**config.mk**
```make
export PLATFORM = sky130hd
export DESIGN_NAME = rx_iq_sample_scheduler
export DESIGN_NICKNAME = d
export VERILOG_FILES = /design/src/rtl/rx_iq_sample_scheduler.sv
export SDC_FILE = /design/constraint.sdc
export NUM_CORES = 2
export LEC_CHECK = 0
export ABC_AREA = 1
export ABC_CLOCK_PERIOD_IN_PS = 17100
export CORE_UTILIZATION = 30
export CTS_CLUSTER_DIAMETER = 150
export CTS_CLUSTER_SIZE = 14
export DETAILED_ROUTE_END_ITERATION = 8
export GPL_ROUTABILITY_DRIVEN = 0
export PLACE_DENSITY_LB_ADDON = 0.08
export SLEW_MARGIN = 40
export SYNTH_ARGS = -nofsm -noshare
export SYNTH_HDL_FRONTEND = slang
export SYNTH_SLANG_ARGS = --single-unit
```
**constraint.sdc**
```tcl
create_clock -name clk_in -period 17.1 [get_ports clk_in]
set_input_delay 4.275 -clock clk_in [delete_from_list [all_inputs] [get_ports clk_in]]
set_output_delay 4.275 -clock clk_in [all_outputs]
set_load 0.03 [all_outputs]
```
**src/rtl/rx_iq_sample_scheduler.sv**
```systemverilog
// RX1/RX2 IQ frame FIFO with prefill scheduling between the DDC chains and the STM32 bus interface.
// Build option: define RX_IQ_SCHED_STATS_EN for live saturating drop/underrun counters.
module rx_iq_sample_scheduler #(
  parameter int IQ_WIDTH   = 24,
  parameter int DEPTH_LOG2 = 4,
  parameter int PREFILL    = 4
) (
  input  logic                  clk_in,
  input  logic                  reset,
  input  logic                  stream_enable,
  input  logic                  rx_valid,
  input  logic [IQ_WIDTH-1:0]   rx1_i,
  input  logic [IQ_WIDTH-1:0]   rx1_q,
  input  logic [IQ_WIDTH-1:0]   rx2_i,
  input  logic [IQ_WIDTH-1:0]   rx2_q,
  input  logic                  rx2_enable,
  input  logic                  read_req,
  output logic [IQ_WIDTH-1:0]   rd_rx1_i,
  output logic [IQ_WIDTH-1:0]   rd_rx1_q,
  output logic [IQ_WIDTH-1:0]   rd_rx2_i,
  output logic [IQ_WIDTH-1:0]   rd_rx2_q,
  output logic                  rd_valid,
  output logic [DEPTH_LOG2:0]   fifo_level,
  output logic [1:0]            sched_state,
  output logic                  overrun,
  output logic                  underrun,
  input  logic                  flag_clear,
  output logic [15:0]           drop_count,
  output logic [15:0]           underrun_count
);

  localparam int unsigned DEPTH = 2 ** DEPTH_LOG2;
  localparam int LW = DEPTH_LOG2 + 1;
  localparam logic [DEPTH_LOG2:0]   FULL_LVL    = LW'(DEPTH);
  localparam logic [DEPTH_LOG2:0]   PREFILL_LVL = LW'(PREFILL);
  localparam logic [DEPTH_LOG2:0]   LVL_ONE     = LW'(1);
  localparam logic [DEPTH_LOG2-1:0] PTR_ONE     = DEPTH_LOG2'(1);

  typedef enum logic [1:0] {
    IDLE = 2'd0,
    FILL = 2'd1,
    RUN  = 2'd2
  } state_t;

  state_t                  state;
  logic [4*IQ_WIDTH-1:0]   mem [DEPTH];
  logic [DEPTH_LOG2-1:0]   wptr;
  logic [DEPTH_LOG2-1:0]   rptr;
  logic [DEPTH_LOG2:0]     level;
  logic [DEPTH_LOG2:0]     level_next;
  logic [IQ_WIDTH-1:0]     rx2_i_r;
  logic [IQ_WIDTH-1:0]     rx2_q_r;
  logic                    active;
  logic                    full;
  logic                    rd_ok;
  logic                    rd_fail;
  logic                    wr_ok;
  logic                    drop;

  // A read at full frees the slot the concurrent write lands in.
  always_comb begin
    active     = stream_enable && (state != IDLE);
    full       = (level == FULL_LVL);
    rd_ok      = active && read_req && (state == RUN) && (level != '0);
    rd_fail    = active && read_req && !rd_ok;
    wr_ok      = active && rx_valid && (!full || rd_ok);
    drop       = active && rx_valid && full && !rd_ok;
    level_next = level;
    if (wr_ok && !rd_ok)
      level_next = level + LVL_ONE;
    else if (!wr_ok && rd_ok)
      level_next = level - LVL_ONE;
  end

  always_ff @(posedge clk_in) begin
    if (wr_ok)
      mem[wptr] <= {rx1_i, rx1_q, rx2_i, rx2_q};
  end

  always_ff @(posedge clk_in or posedge reset) begin
    if (reset) begin
      state    <= IDLE;
      wptr     <= '0;
      rptr     <= '0;
      level    <= '0;
      rd_rx1_i <= '0;
      rd_rx1_q <= '0;
      rx2_i_r  <= '0;
      rx2_q_r  <= '0;
      rd_valid <= 1'b0;
      overrun  <= 1'b0;
      underrun <= 1'b0;
    end else begin
      if (!stream_enable || state == IDLE) begin
        state    <= stream_enable ? FILL : IDLE;
        wptr     <= '0;
        rptr     <= '0;
        level    <= '0;
        rd_valid <= 1'b0;
      end else begin
        level <= level_next;
        if (wr_ok)
          wptr <= wptr + PTR_ONE;
        if (rd_ok) begin
          rptr <= rptr + PTR_ONE;
          {rd_rx1_i, rd_rx1_q, rx2_i_r, rx2_q_r} <= mem[rptr];
          rd_valid <= 1'b1;
        end else if (read_req) begin
          rd_valid <= 1'b0;
        end
        if (state == RUN && rd_fail)
          state <= FILL;
        else if (state == FILL && level_next >= PREFILL_LVL)
          state <= RUN;
      end

      if (drop)
        overrun <= 1'b1;
      else if (flag_clear)
        overrun <= 1'b0;
      if (rd_fail)
        underrun <= 1'b1;
      else if (flag_clear)
        underrun <= 1'b0;
    end
  end

  // RX2 is always stored; the enable only masks what is presented.
  assign rd_rx2_i    = rx2_enable ? rx2_i_r : '0;
  assign rd_rx2_q    = rx2_enable ? rx2_q_r : '0;
  assign fifo_level  = level;
  assign sched_state = state;

`ifdef RX_IQ_SCHED_STATS_EN
  always_ff @(posedge clk_in or posedge reset) begin
    if (reset) begin
      drop_count     <= '0;
      underrun_count <= '0;
    end else begin
      if (drop)
        drop_count <= flag_clear ? 16'd1 :
                      (drop_count == 16'hFFFF) ? drop_count : drop_count + 16'd1;
      else if (flag_clear)
        drop_count <= '0;
      if (rd_fail)
        underrun_count <= flag_clear ? 16'd1 :
                          (underrun_count == 16'hFFFF) ? underrun_count : underrun_count + 16'd1;
      else if (flag_clear)
        underrun_count <= '0;
    end
  end
`else
  assign drop_count     = '0;
  assign underrun_count = '0;
`endif

endmodule

```
==> out/summary.txt <==
status -> complete, but fails checks
failing checks -> DRC
CORE AREA -> 212000 um2
final antenna-violating net count -> 0
EDFF count, synth -> 1536
synthesized area per cell -> 13.6 um2
Synth Flop Type -> edfxtp_1
Worst Setup Start Kind -> primary input
# fillers -> 20600
Syn-to-layout area delta -> 14.2%
max frequency -> 101 MHz
CTS tree -> done
Least-Margin Pin Slew -> 886 ps
initial antenna violation count -> 23
Final Max Slew Viols -> 0
storage element area -> 49000 um2
drt initial violations -> 2882
Post-Synthesis Cell Area -> 64000 um2
post-synthesis cell count -> 4692
maximum root-to-sink buffer count -> 3
reported leakage power -> 0.0235 uW
starting density of the core -> 30.2%
XOR/XNOR Fraction of Synth Area -> 0.0410%
clock slew seen by the registers of the worst setup and hold paths -> 70 ps
final setup fails -> 0
total CTS buffers -> 135
Top Metal Used -> met5
Tmin final -> 9950 ps
Critical Path AT -> 5680 ps
Post-Route Setup TNS -> 0 ps
I/O pins -> 241
synth unique cells -> 34
routed wl met3 -> 6830 um
final period utilization -> 58.2%
worst hold path class -> register to register
CP max stage cell -> clkdlybuf4s50_1
Post-Synth Simple-Gate Area -> 7.70%
clk_lat worst skew -> 780 ps
Power Dens Cells -> 108 nW/um2
Fin. Hold Viols -> 0
# Max-Cap Violations -> 0
Multi-input gate area -> 13200 um2
critical path's largest stage delay -> 660 ps
hpwl dp -> 98600 um
Setup WS post-layout -> 7150 ps
DRC viols -> 92
hold_buf cts -> 0
Metal-1 WL -> 92700 um
pin count of the biggest net entering global routing -> 184
vias in the first global route -> 38900
Die Area -> 215000 um2
Synth Area in Compound Gates -> 12.4%
H-tree depth -> 4
asr flop ratio synth -> 6.91%
multiplexer share of the synthesized area -> 0%
RSZ-0062 raised after global routing -> false
Setup Fix Bufs, Post-CTS -> 0
Synth warnings -> 0
crit path capture type -> output port
slew margin rel. -> 40.9%
Buf/Inv on CP -> 3
final total power -> 7910 uW
Required @ worst endpoint -> 12820 ps
register area share after synthesis -> 76.5%
share of layout cells above drive strength 1 -> 5.08%
# nets final -> 4874
Vias per Instance -> 5.08
most common cell in the netlist -> edfxtp_1
Worst IR Drop VDD -> 0.0831 mV
worst path cell trace -> buf_4 > nand2_1 > inv_1 > clkdlybuf4s50_1
Die X -> 464 um
Die Height -> 464 um
total number of vias -> 39100
crit path max fanout -> 48
Synth top area share -> 72.0%
met2 wire length -> 93900 um
largest cells by area after synthesis -> edfxtp_1 72%, o21ai_0 6.1%, nor2_1 5.9%
post-synthesis register bit count -> 1650
Total GRT Usage -> 18.1%
critical path class -> primary input to output port
post-synthesis adder-cell area fraction -> 0.137%
Resize count post-CTS -> 0
port bufs -> 208
Final Skew -> 31.8 ps
largest family of logic cells by synthesized area -> compound AO/OA/AOI/OAI gates
clk root buf -> clkbuf_16
first-pass GRT wire length -> 286000 um
delay-heaviest family, CP -> buffers and inverters
clock sinks -> 1650
Synth top cells by count -> 1536 x edfxtp_1, 998 x nor2_1, 775 x o21ai_0, 276 x o221ai_1, 225 x clkbuf_1
final wirelength -> 197000 um
largest area contributor in the netlist -> edfxtp_1
Pre-antenna DRT Iters -> 9
number of cell rows -> 169
dpl ws -> 7050 ps
remaining global-route overflow -> 0
WL per Instance -> 25.6 um
report_power, final:
group	switching [uW]	internal (uW)
clock	1450	1550
sequential	68.1	4470
combinational	241	128
stage by stage:
stage / instances / hold slack (ps) / util, % / area, um2
after floorplan: 4723 / 518 / - / 64100
after global placement: 7434 / 521 / 32.4 / 68800
after detailed placement: 7444 / 522 / 32.6 / 69100
after CTS: 7680 / 541 / 34.4 / 73000
after global routing: 7685 / 564 / 34.5 / 73100
final: 7690 / 533 / 34.5 / 73100
layer usage:
metal / vias to the layer above / global-route usage (%)
li1: 17700 / -
met1: 20400 / 25.2
met2: 724 / 29.9
met3: 202 / 2.51
met4: 14 / 3.91
met5: - / 0
cells in the final DEF, fill, tap and decap left out, types with 93 or more instances in the layout:
cell | netlist | final
a31oi_1 | 96 | 96
dfrtp_1 | 114 | 110
o22ai_1 | 108 | 108
clkdlybuf4s50_1 | 0 | 206
o21ai_0 | 775 | 775
clkbuf_16 | 0 | 142
clkbuf_1 | 225 | 93
nor2_1 | 998 | 982
nand2_1 | 93 | 93
o221ai_1 | 276 | 276
edfxtp_1 | 1536 | 1536
nand3_1 | 152 | 152
worst min-delay path, cell delays in order, from the launching register on:
cell and delay (ps):
dfrtp_1 390, inv_1 60, o32ai_1 50
cell type report:
cell class                      instances  area share (%)
Sequential cell                      1650            67.0
Multi-Input combinational cell       2619            18.1
Clock buffer                          235            5.34
Tap cell                             2821            4.83
Timing Repair Buffer                  282            4.25
Inverter                               76           0.481
Clock inverter                          1          0.0222
Antenna cell                            6          0.0205
cells by family after synthesis:
kind of cell | after synthesis
AOI/OAI and AO/OA | 1322
xor gates and xnor gates | 3
adders and majority gates | 7
buffers and inverters | 454
DFF | 1650
other | 1
and+or+nand+nor | 1255
worst paths after layout:
check	start	endpoint	slack (ps)	cells past startpoint
min	overrun$_DFFE_PP0P_	overrun$_DFFE_PP0P_	530	2
max	rx2_enable	rd_rx2_q[0]	7150	4
min reg2reg	overrun$_DFFE_PP0P_	overrun$_DFFE_PP0P_	530	2
max reg2reg	fifo_level[0]$_DFF_PP0_	mem[15][84]$_DFFE_PP_	12880	13
min in group asynchronous	reset	wptr[2]$_DFFE_PP0P_	3910	2
max in group asynchronous	reset	rptr[3]$_DFFE_PP0P_	12170	3
registers in the layout, indices dropped and copies added, names as in the netlist:
register     flops
sched_state      2
rptr             4
overrun          1
rd_valid         1
underrun         1
rx2_i_r         24
wptr             4
rd_rx1_q        24
rx2_q_r         24
rd_rx1_i        24
mem           1536
fifo_level       5
Power figures use the tool's default switching activity.
